### src/rtl/display_scan_ctrl.sv
`timescale 1ns/1ps
// display_scan_ctrl: time-multiplexed seven-segment scan controller.
// One external decoder is shared across all digits. A packed BCD value is
// double-buffered (staging -> shadow) so new content only lands on a frame
// boundary. Anodes are active-low with an all-off guard gap before each digit.
module display_scan_ctrl #(
  parameter int NUM_DIGITS   = 4,
  parameter int ON_CYCLES    = 1000,
  parameter int GUARD_CYCLES = 16
) (
  input  logic                    clk,
  input  logic                    rst_n,
  input  logic                    enable,
  input  logic                    load_valid,
  output logic                    load_ready,
  input  logic [4*NUM_DIGITS-1:0] load_data,
  input  logic [NUM_DIGITS-1:0]   load_blank,
  input  logic [NUM_DIGITS-1:0]   load_dp,
  input  logic                    lz_en,
  output logic [3:0]              digit_code,
  input  logic [7:0]              seg_in,
  output logic [7:0]              seg_out,
  output logic [NUM_DIGITS-1:0]   an_n,
  output logic                    frame_done
);

  localparam int MAXC = (ON_CYCLES > GUARD_CYCLES) ? ON_CYCLES : GUARD_CYCLES;
  localparam int CW   = $clog2(MAXC) + 1;
  localparam int IW   = $clog2(NUM_DIGITS);

  typedef enum logic [1:0] {ST_OFF = 2'd0, ST_GUARD = 2'd1, ST_SHOW = 2'd2} state_t;

  state_t                  r_state, w_state_nxt;
  logic [IW-1:0]           r_idx, w_idx_nxt;
  logic [CW-1:0]           r_cnt, w_cnt_nxt;

  logic [4*NUM_DIGITS-1:0] r_stg_data, r_sh_data;
  logic [NUM_DIGITS-1:0]   r_stg_blank, r_sh_blank;
  logic [NUM_DIGITS-1:0]   r_stg_dp, r_sh_dp;
  logic                    r_pending;
  logic [7:0]              r_seg;
  logic                    r_frame_done;

  logic                    w_show_last, w_boundary, w_apply;
  logic [3:0]              w_nib;
  logic                    w_blk, w_dpi, w_zero_up, w_blank;
  logic [NUM_DIGITS-1:0]   w_an;
  logic                    w_unused;

  // Decoder bit 7 carries nothing useful; dp comes from the shadow mask.
  assign w_unused    = seg_in[7];

  assign w_show_last = (r_state == ST_SHOW) && (r_cnt == CW'(ON_CYCLES - 1));
  assign w_boundary  = enable && w_show_last && (r_idx == IW'(NUM_DIGITS - 1));
  // Staging moves to shadow at a frame boundary, or immediately while idle.
  assign w_apply     = r_pending && (w_boundary || (r_state == ST_OFF));

  // Scan state, digit index and cycle counter.
  always_ff @(posedge clk or negedge rst_n) begin
    if (!rst_n) begin
      r_state <= ST_OFF;
      r_idx   <= '0;
      r_cnt   <= '0;
    end else begin
      r_state <= w_state_nxt;
      r_idx   <= w_idx_nxt;
      r_cnt   <= w_cnt_nxt;
    end
  end

  // Next-state: OFF -> GUARD -> SHOW -> GUARD ...; enable low forces OFF.
  always_comb begin
    w_state_nxt = r_state;
    w_idx_nxt   = r_idx;
    w_cnt_nxt   = r_cnt;
    if (!enable) begin
      w_state_nxt = ST_OFF;
      w_idx_nxt   = '0;
      w_cnt_nxt   = '0;
    end else begin
      case (r_state)
        ST_OFF: begin
          w_state_nxt = ST_GUARD;
          w_idx_nxt   = '0;
          w_cnt_nxt   = '0;
        end
        ST_GUARD: begin
          if (r_cnt == CW'(GUARD_CYCLES - 1)) begin
            w_state_nxt = ST_SHOW;
            w_cnt_nxt   = '0;
          end else begin
            w_cnt_nxt = r_cnt + 1'b1;
          end
        end
        ST_SHOW: begin
          if (w_show_last) begin
            w_state_nxt = ST_GUARD;
            w_cnt_nxt   = '0;
            w_idx_nxt   = (r_idx == IW'(NUM_DIGITS - 1)) ? '0 : r_idx + 1'b1;
          end else begin
            w_cnt_nxt = r_cnt + 1'b1;
          end
        end
        default: begin
          w_state_nxt = ST_OFF;
          w_idx_nxt   = '0;
          w_cnt_nxt   = '0;
        end
      endcase
    end
  end

  // Staging capture on handshake; pending clears when shadow takes it.
  always_ff @(posedge clk or negedge rst_n) begin
    if (!rst_n) begin
      r_stg_data  <= '0;
      r_stg_blank <= '0;
      r_stg_dp    <= '0;
      r_pending   <= 1'b0;
    end else if (load_valid && !r_pending) begin
      r_stg_data  <= load_data;
      r_stg_blank <= load_blank;
      r_stg_dp    <= load_dp;
      r_pending   <= 1'b1;
    end else if (w_apply) begin
      r_pending   <= 1'b0;
    end
  end

  // Shadow copy that the scan actually displays.
  always_ff @(posedge clk or negedge rst_n) begin
    if (!rst_n) begin
      r_sh_data  <= '0;
      r_sh_blank <= '0;
      r_sh_dp    <= '0;
    end else if (w_apply) begin
      r_sh_data  <= r_stg_data;
      r_sh_blank <= r_stg_blank;
      r_sh_dp    <= r_stg_dp;
    end
  end

  // Select current digit fields and test whether it and all above are zero.
  always_comb begin
    logic v_run;
    w_nib     = '0;
    w_blk     = 1'b0;
    w_dpi     = 1'b0;
    w_zero_up = 1'b0;
    v_run     = 1'b1;
    for (int i = NUM_DIGITS - 1; i >= 0; i--) begin
      v_run = v_run && (r_sh_data[4*i +: 4] == 4'd0);
      if (r_idx == IW'(i)) begin
        w_nib     = r_sh_data[4*i +: 4];
        w_blk     = r_sh_blank[i];
        w_dpi     = r_sh_dp[i];
        w_zero_up = v_run;
      end
    end
  end

  assign w_blank = w_blk || (lz_en && (r_idx != '0) && w_zero_up);

  // Segment register: blank when idle or when the digit is suppressed.
  always_ff @(posedge clk or negedge rst_n) begin
    if (!rst_n)
      r_seg <= 8'hFF;
    else if (!enable || (r_state == ST_OFF) || w_blank)
      r_seg <= 8'hFF;
    else
      r_seg <= {~w_dpi, seg_in[6:0]};
  end

  // Frame pulse for the cycle following the last SHOW of the top digit.
  always_ff @(posedge clk or negedge rst_n) begin
    if (!rst_n) r_frame_done <= 1'b0;
    else        r_frame_done <= w_boundary;
  end

  // Anode decode straight from registered state; only SHOW drives one low.
  always_comb begin
    w_an = '1;
    if (r_state == ST_SHOW) w_an[r_idx] = 1'b0;
  end

  assign an_n       = w_an;
  assign digit_code = (r_state == ST_OFF) ? 4'd0 : w_nib;
  assign seg_out    = r_seg;
  assign load_ready = !r_pending;
  assign frame_done = r_frame_done;

endmodule
### config.mk
export PLATFORM = sky130hd
export DESIGN_NAME = display_scan_ctrl
export DESIGN_NICKNAME = d
export VERILOG_FILES = /design/src/rtl/display_scan_ctrl.sv
export SDC_FILE = /design/constraint.sdc
export NUM_CORES = 1
export LEC_CHECK = 0
export BUFFER_PORTS_ARGS = -buffer_cell sky130_fd_sc_hd__buf_2
export CORE_MARGIN = 2
export CORE_UTILIZATION = 57
export DETAILED_ROUTE_END_ITERATION = 7
export PLACE_DENSITY = 0.79
export RECOVER_POWER = 50
export SYNTH_ARGS = -nofsm -noshare
export SYNTH_HDL_FRONTEND = slang
export SYNTH_SLANG_ARGS = --single-unit
export TNS_END_PERCENT = 10
### constraint.sdc
create_clock -name clk -period 2.3 [get_ports clk]
set_input_delay 0.115 -clock clk [delete_from_list [all_inputs] [get_ports clk]]
set_output_delay 0.115 -clock clk [all_outputs]
set_load 0.005 [all_outputs]
---- After elaboration in Yosys (flattened, before gate mapping) ----
Index checks and enable logic that the tools add are counted.
storage, ports and cells
  register bits after elaboration ......... 73
  input bits .............................. 37
  output and inout bits ................... 18
operators by class
  $add $sub $neg .......................... 2
  order comparisons ....................... 2
  eq/ne operators ......................... 10
  multiplexer cells ....................... 35
  bitwise logic cells ..................... 2
  reduce and logical (&&, ||, !) cells .... 27
operators by type and width
  kind                     count
  $mux W11                 3
  $mux W4                  6
  $pmux W11 S2             1
  $logic_not A4 Y1         4
  $mux W1                  15
  $mux W2                  6
  $add A11 B1 Y11 const B  1
  $eq A11 B10 Y1 const B   1
  $eq A11 B4 Y1 const B    1
  $logic_and A1 B1 Y1      11
  $mux W8                  1
  $eq A2 B2 Y1 const B     3
  $ne A3 B3 Y1 const B     2
  $pmux W2 S3              1
  $eq A2 B1 Y1 const B     2
  $logic_not A2 Y1         2
  $logic_or A1 B1 Y1       4
  $not A4 Y4               1
  $pmux W2 S2              1
  $reduce_and A2 Y1        2
  $reduce_bool A2 Y1       2
  $lt A2 B3 Y1 const B     1
  $add A2 B1 Y2 const B    1
  $demux W1 S2             1
  4 further kinds          5

---- Longest topological paths before layout ----
Gate-level depths: netlist (run 1).
  word-level depth ........................ 9
  gate-level depth with buffers ........... 8
  mapped depth without buffers ............ 6

---- Worst setup path after synthesis (run 1) ----
Ideal clock, no wire load.
  path kind ............................... register to register
  from .................................... register r_state[0]
  to ...................................... register r_sh_blank[1]
  setup time .............................. 0.132 ns
  arrival ................................. 1.731 ns
  setup slack ............................. 0.437 ns
  cell stages (with the launch flop) ...... 9
  path buffers ............................ 2
  path through ............................ dfrtp_1 > inv_1 > ha_1 > buf_2 > and4b_1 > and4_1 > a21oi_2 > buf_4 > o211ai_1
between the ends
  longest elaborated chain between the ends .. 6
RTL lines
  item                               line  source
  start, declared                    33    state_t r_state, w_state_nxt;
  start signal, assigned             65    r_state <= w_state_nxt;
  $eq A2 B2 Y1                       53    assign w_show_last = (r_state == ST_SHOW) && (r_cnt == CW'(ON_CYCLES - 1));
  $logic_and A1 B1 Y1                53
  $logic_and A1 B1 Y1 (2 in series)  54    assign w_boundary = enable && w_show_last && (r_idx == IW'(NUM_DIGITS - 1));
  $logic_or A1 B1 Y1 *               56    assign w_apply = r_pending && (w_boundary || (r_state == ST_OFF));
  $logic_and A1 B1 Y1 *              56
  end signal, assigned               138   r_sh_blank <= r_stg_blank;
  end, declared                      38    logic [NUM_DIGITS-1:0] r_stg_blank, r_sh_blank;
Every way passes the cells marked *; elsewhere a longest branch is shown, timed or not.
A chain may end at the register's enable or synchronous reset.

---- Worst setup path after layout (run 1) ----
  from .................................... register r_idx[0]
  to ...................................... output port digit_code[3]
between the ends
  longest elaborated chain between the ends .. 6
RTL lines
  item                    line  source
  start, declared         34    logic [IW-1:0] r_idx, w_idx_nxt;
  start signal, assigned  66    r_idx <= w_idx_nxt;
  $eq A2 B2 Y1            153   if (r_idx == IW'(i)) begin
  $mux W4 (3 in series)   153
  $mux W4 *               153
  $mux W4 *               187   assign digit_code = (r_state == ST_OFF) ? 4'd0 : w_nib;
  end, declared           20    output logic [3:0] digit_code,
Marks and branches as above.

==> results of run 1 <==
metrics by stage:
stage	util (%)	power, uW
2_1_floorplan	-	3480
3_3_place_gp	64.0	3910
3_5_place_dp	64.0	4010
4_1_cts	72.8	5230
5_1_grt	73.0	5590
6_report	73.0	5240
kinds of logic (layout without fill, tap and decap cells):
kind of cell,after synthesis,in the layout,share of synthesized area [%]
AND/OR/NAND/NOR,134,134,17.1
AO/OA/AOI/OAI,84,84,15.6
flip-flops,73,73,49.9
buffers and inverters,37,128,4.28
multiplexers,26,26,7.89
adder cells (fa/ha/maj),9,9,3.06
XOR/XNOR,9,9,2.14
synthesized netlist by cell type (all sizes together), types with 2 or more instances:
master | count | area (um2)
o21ai | 30 | 150
nand2 | 67 | 251
a21oi | 5 | 28.8
nand3b | 2 | 15.0
xor2 | 5 | 43.8
nor2 | 23 | 86.3
ha | 9 | 113
o311a | 2 | 21.3
dfrtp | 65 | 1630
mux2i | 2 | 20.0
o211ai | 26 | 200
a211o | 8 | 70.1
or4 | 2 | 15.0
clkbuf | 18 | 67.6
buf | 6 | 41.3
nor4 | 2 | 12.5
dfstp | 8 | 210
a221oi | 4 | 35.0
nor2b | 23 | 144
xnor2 | 4 | 35.0
a31oi | 2 | 12.5
and4 | 3 | 27.5
mux2 | 24 | 270
nand3 | 5 | 25.0
nand4 | 2 | 12.5
inv | 13 | 48.8
critical path, cell delays in order (launching register included):
cell and delay (ns):
dfrtp_1 0.44, inv_1 0.13, ha_2 0.23, buf_4 0.18, a221oi_1 0.10, a211o_1 0.28, a21oi_1 0.19, buf_2 0.15
routing by layer:
metal  global-route usage (%)  wire, um  vias to the layer above
met2                     41.6      4360                       92
li1                         -         -                     1470
met5                        0         0                        -
met1                     36.5      3920                     1500
met3                     4.92       375                        9
met4                     10.1       119                        0
area by class of cell:
class                           count  area share [%]
Timing Repair Buffer               99            14.7
Clock buffer                       11            3.29
Clock inverter                      5            1.68
Tap cell                           77            2.09
Sequential cell                    73            39.9
Multi-Input combinational cell    262            37.3
Inverter                           13            1.06
registers in the layout, summed over array words and instances, names as in the netlist, 4 cells and up:
| name | count |
|---|---|
| r_stg_data | 16 |
| r_sh_data | 16 |
| r_cnt | 11 |
| r_sh_dp | 4 |
| r_stg_blank | 4 |
| r_stg_dp | 4 |
| r_sh_blank | 4 |
| seg_out | 8 |
power groups by stage:
stage	Clock [uW]	Combinational, uW	Sequential (uW)
6_report	1160	1910	2170
5_1_grt	1230	2140	2230
4_1_cts	1170	1910	2150
3_5_place_dp	0	1840	2180
3_3_place_gp	0	1770	2140
2_1_floorplan	0	1440	2040
how the worst min path moves through the flow:
stage / start / endpoint / slack [ns] / cells after the start
6_report: enable / r_state[0]$_DFFE_PN0P_ / 0.11 / 2
5_1_grt: enable / r_state[0]$_DFFE_PN0P_ / 0.11 / 2
4_1_cts: enable / r_state[0]$_DFFE_PN0P_ / 0.09 / 2
3_5_place_dp: rst_n / r_cnt[2]$_DFF_PN0_ / 0.12 / 1
3_3_place_gp: rst_n / r_cnt[2]$_DFF_PN0_ / 0.11 / 1
2_1_floorplan: rst_n / frame_done$_DFF_PN0_ / -0.18 / 0
repair_timing:
| action | CTS | global route |
|---|---|---|
| hold endpoints to repair | 45 | 0 |
| endpoints found under the setup margin | 29 | 4 |
| resized for setup | 2 | 6 |
| hold buffers | 32 | 0 |
==> results.json, run 1 <==
{
  "gp_congestion": 0.862,
  "hpwl_um": 5470,
  "grt_use_total_pct": 26.3,
  "ant_nets": 0,
  "grt_pass1_wl_um": 14800,
  "drt_iter0_markers": 232,
  "hold_class": "primary input to register",
  "leakage_uw": 0.00197,
  "worstReg2RegEnd": "r_sh_data[13]$_DFFE_PN0P_",
  "layout_commonest_cell": "nand2_1",
  "synth_ff_type": "dfrtp_1",
  "tightest_slew_ns": 1.24,
  "avgSynthCellArea_um2": 9.89,
  "intPower_uw": 3340,
  "hold_viol": 0,
  "cts_root_buffer": "clkbuf_8",
  "pin_count": 55,
  "power.density_nw_per_um2": 1140,
  "overflow": 0,
  "hold_ws_ns": 0.105,
  "avgViaCountPerCell": 5.69,
  "dr.pass1.iters": 4,
  "fin_skew_ns": 0.0116,
  "slew_headroom_pct": 17.4,
  "vias": 3071,
  "instances_no_fill": 540,
  "multiInputGateArea_um2": 1720,
  "cp.arrival_ns": 2.06,
  "crit_type": "register to primary output",
  "reg2reg_from": "r_cnt[0]$_DFF_PN0_",
  "synth_area_um2": 3680,
  "p_clk_share_pct": 22.2,
  "drive_gt1_share_pct": 26.3,
  "drc": 0,
  "p_seq_share_pct": 41.3,
  "clkLatencyLatePin_ns": 0.35,
  "ir_drop_mv": 0.842,
  "fmax_ghz": 0.460,
  "dieWidth_um": 84.3,
  "startpoint_type": "register",
  "grt_max_degree": 33,
  "power_frac_comb_pct": 36.5,
  "clk_pin_slew_worst_paths_ns": 0.08,
  "place_ws_ns": -0.0857,
  "setup_tns_ns": 0,
  "yosys_warnings": 0,
  "cts-buffers-inserted": 9,
  "finalNetCount": 504,
  "ys_seq_elements": 73,
  "syn_nets": 418,
  "start_util_pct": 58.3,
  "cp.required_ns": 2.18,
  "htreeDepth": 3,
  "status": "complete, no violations",
  "wire_per_inst_um": 16.3,
  "io_buffers": 53,
  "seqCellArea_um2": 1840,
  "row_count": 29,
  "cp_max_fo": 10,
  "synthArstFlopShare_pct": 100,
  "yosysSeqAreaShare_pct": 49.9,
  "setup_violations": 0,
  "grt_pass1_vias": 3016,
  "fp.dieH_um": 84.3,
  "setup_slack_ns": 0.128,
  "dpl-instance-area_um2": 4040,
  "end_kind": "primary output",
  "r2r_slack_ns": 0.26,
  "drv_slew": 0,
  "antenna_cells": 0,
  "postCtsSetupRepairBufs": 0,
  "finalWirelength_um": 8780,
  "area_growth_pct": 25.2,
  "crit_path_end": "digit_code[3]",
  "dp_cells": 492,
  "synth_edf_count": 0,
  "synth_cells": 372,
  "antenna_found_initial": 0,
  "switching_share_pct": 36.3,
  "most-common-layout-cells": "nand2_1, dfrtp_1, buf_2",
  "rsz0062_at_grt": "false",
  "cts_buffer_depth": 2,
  "p_switching_uw": 1900,
  "cts_tree": "done",
  "period_share_pct": 94.4,
  "fin_area_um2": 4610,
  "r2r_cells": 5,
  "post-route-min-period_ns": 2.17,
  "nFillCells": 467,
  "maxCapViolCount": 0,
  "synth.distinct_cells": 45,
  "core-area_um2": 6310,
  "clock_sinks": 73,
  "fp.dieArea_um2": 7110,
  "worstSetupStartpoint": "r_idx[0]$_DFFE_PN0P_"
}
Power figures use the tool's default switching activity.
==> run 2, diff against run 1 <==
--- a/config.mk
+++ b/config.mk
@@ -11,6 +11,7 @@
 export DETAILED_ROUTE_END_ITERATION = 7
 export PLACE_DENSITY = 0.79
 export RECOVER_POWER = 50
+export REMOVE_ABC_BUFFERS = 1
 export SYNTH_ARGS = -nofsm -noshare
 export SYNTH_HDL_FRONTEND = slang
 export SYNTH_SLANG_ARGS = --single-unit
==> run 2 against run 1 <==
The run now ends with capacitance limit, slew limit left. Via count fell by 1.7%. Maximum frequency rose by 0.53%. Clock power fell by 14%. Largest cell class unchanged. Largest power group unchanged.
==> results.json, run 2 (synthesis results as in run 1) <==
{
  "status": "complete, but fails checks",
  "violations": "capacitance limit, slew limit",
  "gp_congestion": 0.834,
  "holdPathStages": 2,
  "area_growth_pct": 24.2,
  "p_seq_share_pct": 42.3,
  "worstReg2RegEnd": "r_sh_dp[1]$_DFFE_PN0P_",
  "ant_nets": 0,
  "startpoint_type": "register",
  "power.density_nw_per_um2": 1100,
  "p_switching_uw": 1810,
  "cts-buffers-inserted": 9,
  "dp_cells": 492,
  "r2r_slack_ns": 0.28,
  "top_regs": "r_sh_data (16), r_stg_data (16), r_cnt (11)",
  "r2r_cells": 6,
  "drt_iter0_markers": 176,
  "grt_use_total_pct": 24.4,
  "fmax_ghz": 0.463,
  "fp.dieH_um": 84.3,
  "drc": 0,
  "nFillCells": 474,
  "place_ws_ns": -0.104,
  "drv_slew": 32,
  "crit_type": "register to primary output",
  "avgViaCountPerCell": 5.60,
  "maxCapViolCount": 1,
  "period_share_pct": 93.9,
  "grt_pass1_wl_um": 13900,
  "io_buffers": 53,
  "power_frac_comb_pct": 37.9,
  "cp.required_ns": 2.18,
  "cts_root_buffer": "clkbuf_8",
  "grt_pass1_vias": 3105,
  "pin_count": 55,
  "multiInputGateArea_um2": 1710,
  "holdPathEnd": "r_stg_data[6]$_DFFE_PN0P_",
  "cts_buffer_depth": 2,
  "intPower_uw": 3210,
  "hold_class": "primary input to register",
  "overflow": 0,
  "antenna_found_initial": 0,
  "postCtsSetupRepairBufs": 0,
  "ir_drop_mv": 0.841,
  "start_util_pct": 58.3,
  "dr.pass1.iters": 4,
  "core-area_um2": 6310,
  "antenna_cells": 0,
  "clock_sinks": 73,
  "most-common-layout-cells": "nand2_1, dfrtp_1, buf_2",
  "p_clk_share_pct": 19.9,
  "row_count": 29,
  "layout_commonest_cell": "nand2_1",
  "clk_pin_slew_worst_paths_ns": 0.07,
  "post-route-min-period_ns": 2.16,
  "tightest_slew_ns": 1.74,
  "seqCellArea_um2": 1840,
  "final_util_pct": 72.4,
  "rsz0062_at_grt": "false",
  "vias": 3020,
  "dieWidth_um": 84.3,
  "hold_viol": 0,
  "drive_gt1_share_pct": 24.9,
  "hpwl_um": 5330,
  "setup_slack_ns": 0.139,
  "reg2reg_from": "r_state[0]$_DFFE_PN0P_",
  "wire_per_inst_um": 14.8,
  "clkLatencyLatePin_ns": 0.35,
  "fp.dieArea_um2": 7110,
  "leakage_uw": 0.00196,
  "grt_max_degree": 44,
  "cp.arrival_ns": 2.05,
  "switching_share_pct": 36.1,
  "setup_violations": 0,
  "htreeDepth": 3,
  "slew_headroom_pct": -15.8,
  "p_total_uw": 5020,
  "instances_no_fill": 539,
  "worstHoldStart": "load_data[6]",
  "cp_max_fo": 6,
  "cts_tree": "done",
  "finalWirelength_um": 7960,
  "end_kind": "primary output",
  "finalNetCount": 503,
  "fin_skew_ns": 0.00529
}
==> run 2: cell count changes in the layout (fill, tap and decap cells not counted) <==
cell           change
dlygate4sd3_1      -1
clkinvlp_4         +1
a21oi_1            +1
clkbuf_1           +3
buf_6              +1
bufinv_16          -1
buf_2              -3
buf_12             +1
clkbuf_8           -1
clkbuf_2           -1
a21oi_2            -1
ha_2               -3
ha_1               +3
==> run 2: worst max path at each step <==
stage	startpoint	endpoint	cells after the start
finish	r_idx[0]$_DFFE_PN0P_	digit_code[0]	6
global route	r_idx[0]$_DFFE_PN0P_	digit_code[1]	6
CTS	r_idx[0]$_DFFE_PN0P_	digit_code[0]	6
detailed placement	r_state[0]$_DFFE_PN0P_	r_sh_data[7]$_DFFE_PN0P_	6
global placement	r_state[0]$_DFFE_PN0P_	r_sh_dp[1]$_DFFE_PN0P_	6
floorplan	r_pending$_DFFE_PN0P_	r_stg_blank[0]$_DFFE_PN0P_	2
==> run 2: metrics by stage <==
stage          hold WS (ns)  area, um2  TNS (ns)
3_3_place_gp          0.213       4070         0
3_5_place_dp          0.222       4070     -1.88
2_1_floorplan        -0.181       3570     -1.01
6_report             0.0158       4570         0
5_1_grt              0.0113       4570         0
4_1_cts             0.00524       4580         0
==> run 2: layout make-up <==
type	count	share of cell area, %
Inverter	13	1.07
Sequential cell	73	40.2
Clock inverter	5	1.20
Tap cell	77	2.11
Clock buffer	11	3.09
Multi-Input combinational cell	262	37.3
Timing Repair Buffer	98	15.1
==> run 2: what timing repair did <==
item,in CTS,in global routing
endpoints found under the hold margin,52,0
endpoints found under the setup margin,29,4
gates resized for setup,2,2
hold buffers,31,0
==> run 2: per-layer routing <==
metal	vias to the layer above	GRT usage, %	part of all wire [%]	wire (um)
met5	-	0	0	0
met4	0	11.0	1.7	137
met3	9	3.74	4.6	370
met2	82	41.8	49	3910
met1	1461	30.8	44	3540
li1	1468	-	-	-
==> run 2: power by group through the flow <==
stage	Sequential (uW)	Clock (uW)	Combinational, uW
3_5_place_dp	2140	0	1870
4_1_cts	2120	1020	1930
3_3_place_gp	2120	0	1780
6_report	2120	997	1900
2_1_floorplan	2090	0	1300
5_1_grt	2190	1080	2140
==> run 2: worst max-delay path: stages, from the launching register on <==
cell and delay, ns:
dfrtp_1 0.42, ha_1 0.31, nor2b_4 0.24, a221oi_1 0.11, a211o_1 0.29, a21oi_1 0.18
buf_2 0.14
